==> src/rtl/eddy_sensor_reader.sv <==
// rtl/eddy_sensor_reader.sv - eddy-current X/Y SPI ADC reader with trigger/enable/done handshake
// One acquisition per accepted trigger: cnv pulse, then DATA_BITS sclk periods sampling both channels.
module eddy_sensor_reader #(
  parameter int DATA_BITS   = 18,
  parameter int SCLK_DIV    = 4,
  parameter int CONV_CYCLES = 200
) (
  input  logic                 clk,
  input  logic                 rst_n,
  input  logic                 trigger,
  input  logic                 en,
  input  logic                 miso_x,
  input  logic                 miso_y,
  output logic                 cnv,
  output logic                 sclk,
  output logic [DATA_BITS-1:0] data_x,
  output logic [DATA_BITS-1:0] data_y,
  output logic                 done,
  output logic                 busy,
  output logic [7:0]           overrun_cnt
);

  localparam logic [1:0] S_IDLE    = 2'd0;
  localparam logic [1:0] S_CONVERT = 2'd1;
  localparam logic [1:0] S_SHIFT   = 2'd2;

  localparam int CW = $clog2(CONV_CYCLES + 1);
  localparam int DW = $clog2(2 * SCLK_DIV + 1);
  localparam int BW = $clog2(DATA_BITS + 1);

  localparam logic [CW-1:0] CONV_LAST = CW'(CONV_CYCLES - 1);
  localparam logic [DW-1:0] DIV_MID   = DW'(SCLK_DIV);
  localparam logic [DW-1:0] DIV_LAST  = DW'(2 * SCLK_DIV - 1);
  localparam logic [BW-1:0] BITS_ALL  = BW'(DATA_BITS);

  logic [1:0]           state_q, state_d;
  logic [CW-1:0]        conv_cnt_q, conv_cnt_d;
  logic [DW-1:0]        div_q, div_d;
  logic [BW-1:0]        bit_q, bit_d;
  logic [DATA_BITS-1:0] sr_x_q, sr_x_d, sr_y_q, sr_y_d;
  logic [DATA_BITS-1:0] data_x_q, data_x_d, data_y_q, data_y_d;
  logic                 cnv_q, cnv_d, sclk_q, sclk_d, done_q, done_d;
  logic [7:0]           ovr_q, ovr_d;

  always_comb begin
    state_d    = state_q;
    conv_cnt_d = conv_cnt_q;
    div_d      = div_q;
    bit_d      = bit_q;
    sr_x_d     = sr_x_q;
    sr_y_d     = sr_y_q;
    data_x_d   = data_x_q;
    data_y_d   = data_y_q;
    cnv_d      = cnv_q;
    sclk_d     = sclk_q;
    done_d     = done_q;
    ovr_d      = ovr_q;

    if (trigger && en && (state_q != S_IDLE) && (ovr_q != 8'hFF)) begin
      ovr_d = ovr_q + 8'd1;
    end

    case (state_q)
      S_IDLE: begin
        if (!en) begin
          done_d = 1'b0;
        end else if (trigger) begin
          state_d    = S_CONVERT;
          cnv_d      = 1'b1;
          done_d     = 1'b0;
          conv_cnt_d = '0;
        end
      end
      S_CONVERT: begin
        if (!en) begin
          state_d = S_IDLE;
          cnv_d   = 1'b0;
          sclk_d  = 1'b0;
          done_d  = 1'b0;
        end else if (conv_cnt_q == CONV_LAST) begin
          state_d = S_SHIFT;
          cnv_d   = 1'b0;
          bit_d   = '0;
          div_d   = '0;
        end else begin
          conv_cnt_d = conv_cnt_q + 1'b1;
        end
      end
      S_SHIFT: begin
        if (!en) begin
          state_d = S_IDLE;
          sclk_d  = 1'b0;
          done_d  = 1'b0;
        end else if ((div_q == '0) && (bit_q == BITS_ALL)) begin
          // The last period's low half has fully elapsed; hand the samples over.
          state_d  = S_IDLE;
          sclk_d   = 1'b0;
          data_x_d = sr_x_q;
          data_y_d = sr_y_q;
          done_d   = 1'b1;
        end else begin
          if (div_q == '0) begin
            sclk_d = 1'b1;
          end
          if (div_q == DIV_MID) begin
            sclk_d = 1'b0;
            sr_x_d = {sr_x_q[DATA_BITS-2:0], miso_x};
            sr_y_d = {sr_y_q[DATA_BITS-2:0], miso_y};
            bit_d  = bit_q + 1'b1;
          end
          div_d = (div_q == DIV_LAST) ? '0 : div_q + 1'b1;
        end
      end
      default: begin
        state_d = S_IDLE;
        cnv_d   = 1'b0;
        sclk_d  = 1'b0;
      end
    endcase
  end

  always_ff @(posedge clk or negedge rst_n) begin
    if (!rst_n) begin
      state_q    <= S_IDLE;
      conv_cnt_q <= '0;
      div_q      <= '0;
      bit_q      <= '0;
      sr_x_q     <= '0;
      sr_y_q     <= '0;
      data_x_q   <= '0;
      data_y_q   <= '0;
      cnv_q      <= 1'b0;
      sclk_q     <= 1'b0;
      done_q     <= 1'b0;
      ovr_q      <= 8'd0;
    end else begin
      state_q    <= state_d;
      conv_cnt_q <= conv_cnt_d;
      div_q      <= div_d;
      bit_q      <= bit_d;
      sr_x_q     <= sr_x_d;
      sr_y_q     <= sr_y_d;
      data_x_q   <= data_x_d;
      data_y_q   <= data_y_d;
      cnv_q      <= cnv_d;
      sclk_q     <= sclk_d;
      done_q     <= done_d;
      ovr_q      <= ovr_d;
    end
  end

  assign cnv         = cnv_q;
  assign sclk        = sclk_q;
  assign data_x      = data_x_q;
  assign data_y      = data_y_q;
  assign done        = done_q;
  assign busy        = (state_q != S_IDLE);
  assign overrun_cnt = ovr_q;

endmodule

==> config.mk <==
export PLATFORM = sky130hd
export DESIGN_NAME = eddy_sensor_reader
export DESIGN_NICKNAME = d
export VERILOG_FILES = /design/src/rtl/eddy_sensor_reader.sv
export SDC_FILE = /design/constraint.sdc
export NUM_CORES = 1
export LEC_CHECK = 0
export CAP_MARGIN = 20
export CORE_MARGIN = 3
export CORE_UTILIZATION = 56
export CTS_BUF_LIST = sky130_fd_sc_hd__clkbuf_8 sky130_fd_sc_hd__clkbuf_16
export DETAILED_ROUTE_END_ITERATION = 6
export HOLD_SLACK_MARGIN = 0.03
export PLACE_DENSITY_LB_ADDON = 0.08
export SYNTH_ARGS = -nofsm -noshare
export SYNTH_HDL_FRONTEND = slang
export SYNTH_SLANG_ARGS = --single-unit
export TNS_END_PERCENT = 5
==> constraint.sdc <==
create_clock -name clk -period 2.4 [get_ports clk]
set_input_delay 0.24 -clock clk [delete_from_list [all_inputs] [get_ports clk]]
set_output_delay 0.24 -clock clk [all_outputs]
set_load 0.02 [all_outputs]
==> flow_metrics.env, run 1 <==
export IMPL_outcome="complete, no violations"
export IMPL_drive_gt1_share_pct=27.1
export IMPL_die_y_um=96.5
export IMPL_antenna_found_initial=0
export IMPL_synth_top_cells_by_area="dfrtp_1 (56%), mux2_2 (11%), mux2_4 (9.8%)"
export IMPL_grt_ovfl_total=0
export IMPL_viasPerCell=5.52
export IMPL_synth_top_area_share_pct=55.6
export IMPL_syn_to_final_growth_pct=19.6
export IMPL_crit_fanout=7
export IMPL_drc=0
export IMPL_max_cap_violations=0
export IMPL_synthCells=335
export IMPL_endpoint_kind="output port"
export IMPL_place_gp_congestion=0.813
export IMPL_fill_cells=582
export IMPL_pin_count=54
export IMPL_antenna_cells=0
export IMPL_cts_tree="built"
export IMPL_reg2reg_setup_slack_ns=0.31
export IMPL_place_area_um2=5280
export IMPL_fin_skew_ns=0.0176
export IMPL_cp_start_kind="register"
export IMPL_ys_ff_latch=102
export IMPL_coreArea_um2=7850
export IMPL_io_buffers=53
export IMPL_fin_crit_sh_pct=88.0
export IMPL_drtPass1Iterations=4
export IMPL_initial_core_util_pct=58.5
export IMPL_finalCriticalPeriod_ns=2.11
export IMPL_cts_num_sinks=102
export IMPL_seq_area_frac_synth_pct=55.6
export IMPL_clkTransAtPathRegs_ns=0.10
export IMPL_yosys_area_top_type="dfrtp_1"
export IMPL_yosys_warnings=0
export IMPL_die_area_um2=9320
export IMPL_nNetsFinal=413
export IMPL_async_reset_ff_share_pct=100
export IMPL_tightest_slew_ns=0.588
export IMPL_max_slew_margin_pct=60.8
export IMPL_die_w_um=96.5
export IMPL_synth_ff_type="dfrtp_1"
export IMPL_finalWorstSetupSlack_ns=0.289
export IMPL_wl_um=7970
export IMPL_rsz0062_at_grt="false"
export IMPL_rr_startpoint="div_q[0]"
export IMPL_dp_worst_setup_slack_ns=0.272
export IMPL_synth_area_per_cell_um2=13.7
export IMPL_drt_iter0_drc=117
export IMPL_numCtsBuffers=9
export IMPL_arrival_ns=1.87
export IMPL_min_path_type="in2async"
export IMPL_power_leakage_nw=2.67
export IMPL_ir_worst_vdd_v=0.000466
export IMPL_synth_nets=351
export IMPL_synth_edf_count=0
export IMPL_rows=32
export IMPL_clk_latency_ns=0.36
export IMPL_grt_max_degree=48
export IMPL_required_ns=2.16
export IMPL_hpwl_um=5470
export IMPL_grt_pass1_vias=2725
export IMPL_ys_types=51
export IMPL_r2r_end="data_x[11]"
export IMPL_fin_area_um2=5490
export IMPL_ant_nets=0
export IMPL_clockRootBuffer="clkbuf_8"
export IMPL_clock_fmax_ghz=0.474
export IMPL_power_density_nw_per_um2=759
export IMPL_yosysMostFrequentCell="dfrtp_1"
export IMPL_grt_usage_pct=18.4
export IMPL_critPathKind="reg2out"
export IMPL_setup_viol=0
export IMPL_drv_slew=0
export IMPL_synth_area_um2=4590
export IMPL_ys_top_cells_by_count="dfrtp_1 (102), mux2_2 (44), mux2_4 (30), nand3_1 (15), nand2_1 (13)"
export IMPL_via_count=2780
export IMPL_cts_path_max_buffers=2
export IMPL_r2r_cells=7
export IMPL_hold_viol=0
export IMPL_cts_max_level=3
export IMPL_grt_pass1_wl_um=13300
export IMPL_fin_setup_tns_ns=0
export IMPL_wl_per_cell_um=15.8
registers in the layout, indices dropped and copies added (netlist names):
signal and cells:
data_x 18, data_y 18, sr_x_q 18, sr_y_q 18, conv_cnt_q 8, overrun_cnt 8, bit_q 5, div_q 4
state_q 2, cnv 1, done 1, sclk 1
placed cells by master (no fill, tap or decap), types with 3 or more instances in the layout:
| cell type | netlist | layout |
|---|---|---|
| a211o_1 | 3 | 3 |
| a21oi_1 | 5 | 5 |
| a22o_1 | 4 | 4 |
| and2_1 | 3 | 3 |
| and3_1 | 6 | 6 |
| buf_12 | 0 | 3 |
| buf_4 | 4 | 9 |
| clkbuf_8 | 0 | 9 |
| clkdlybuf4s50_1 | 0 | 52 |
| dfrtp_1 | 102 | 102 |
| ha_1 | 10 | 10 |
| inv_1 | 11 | 12 |
| mux2_2 | 44 | 44 |
| mux2_4 | 30 | 30 |
| mux2i_1 | 3 | 3 |
| nand2_1 | 13 | 13 |
| nand2b_1 | 3 | 3 |
| nand3_1 | 15 | 15 |
| nand4_1 | 6 | 6 |
| nor2_1 | 6 | 6 |
| nor2b_1 | 4 | 4 |
| nor3_1 | 3 | 3 |
| nor4_1 | 3 | 3 |
| o21ai_0 | 7 | 7 |
| xnor2_1 | 5 | 5 |
worst max-delay path, stage by stage (launching register included):
cell	delay, ns
dfrtp_1	0.41
inv_1	0.11
ha_1	0.31
inv_1	0.12
clkdlybuf4s50_1	0.56
per-stage QoR:
step	utilization (%)	std cells	power, mW	hold slack [ns]
6_report	70.0	504	4.17	0.425
2_1_floorplan	-	335	2.71	-0.0556
3_5_place_dp	67.2	487	3.10	0.281
3_3_place_gp	67.2	487	3.07	0.281
5_1_grt	70.0	504	4.40	0.463
4_1_cts	70.0	504	4.20	0.425
cell type report:
class / instances / area [um2] / area share [%]
inverters: 11 / 41.3 / 0.752
repair buffers: 65 / 658 / 12.0
multi-input cells: 208 / 1910 / 34.7
flip-flops and latches: 102 / 2550 / 46.5
clock buffers: 9 / 124 / 2.26
clock inverters: 7 / 80.1 / 1.46
well taps: 102 / 128 / 2.32
worst max-delay path by stage:
| stage | startpoint | endpoint | slack (ns) |
|---|---|---|---|
| after CTS | state_q[0] | busy | 0.27 |
| after global routing | div_q[0] | data_x[9] | 0.19 |
| after global placement | en | sr_x_q[8] | 0.35 |
| after floorplan | overrun_cnt[0] | overrun_cnt[1] | 0.55 |
| final | state_q[1] | busy | 0.29 |
| after detailed placement | en | state_q[0] | 0.27 |
logic make-up after synthesis:
kind of cell / share of synthesized area, %
AOI/OAI and AO/OA: 5.91
xor gates and xnor gates: 1.34
adders and majority gates: 2.73
buffers and inverters: 2.97
DFF: 55.6
muxes: 21.3
and+or+nand+nor: 10.2
power by group:
group | total, mW | internal (mW) | switching, mW | leakage, nW
Clock | 1.10 | 0.497 | 0.602 | 0.108
Combinational | 1.06 | 0.464 | 0.601 | 1.16
Sequential | 2.00 | 1.85 | 0.152 | 1.41
timing repair:
item | in CTS | in global routing
endpoints found under the hold margin | 44 | 0
setup buffers | 0 | 0
hold buffers | 1 | 0
endpoints found under the setup margin | 0 | 0
gates resized for setup | 0 | 0
routing by layer:
layer | global-route usage, % | wire [um] | vias up
li1 | - | - | 1333
met1 | 26.3 | 3740 | 1389
met2 | 28.6 | 3830 | 52
met3 | 3.95 | 327 | 6
met4 | 5.02 | 65 | 0
met5 | 0 | 0 | -
Note: power is estimated with default switching activity, not from simulation.
==> run 2, diff against run 1 <==
Settings changed: CTS_CLUSTER_DIAMETER set to 50.
==> results of run 2 <==
The final DEF is identical to that of run 1; final timing and power are the same.
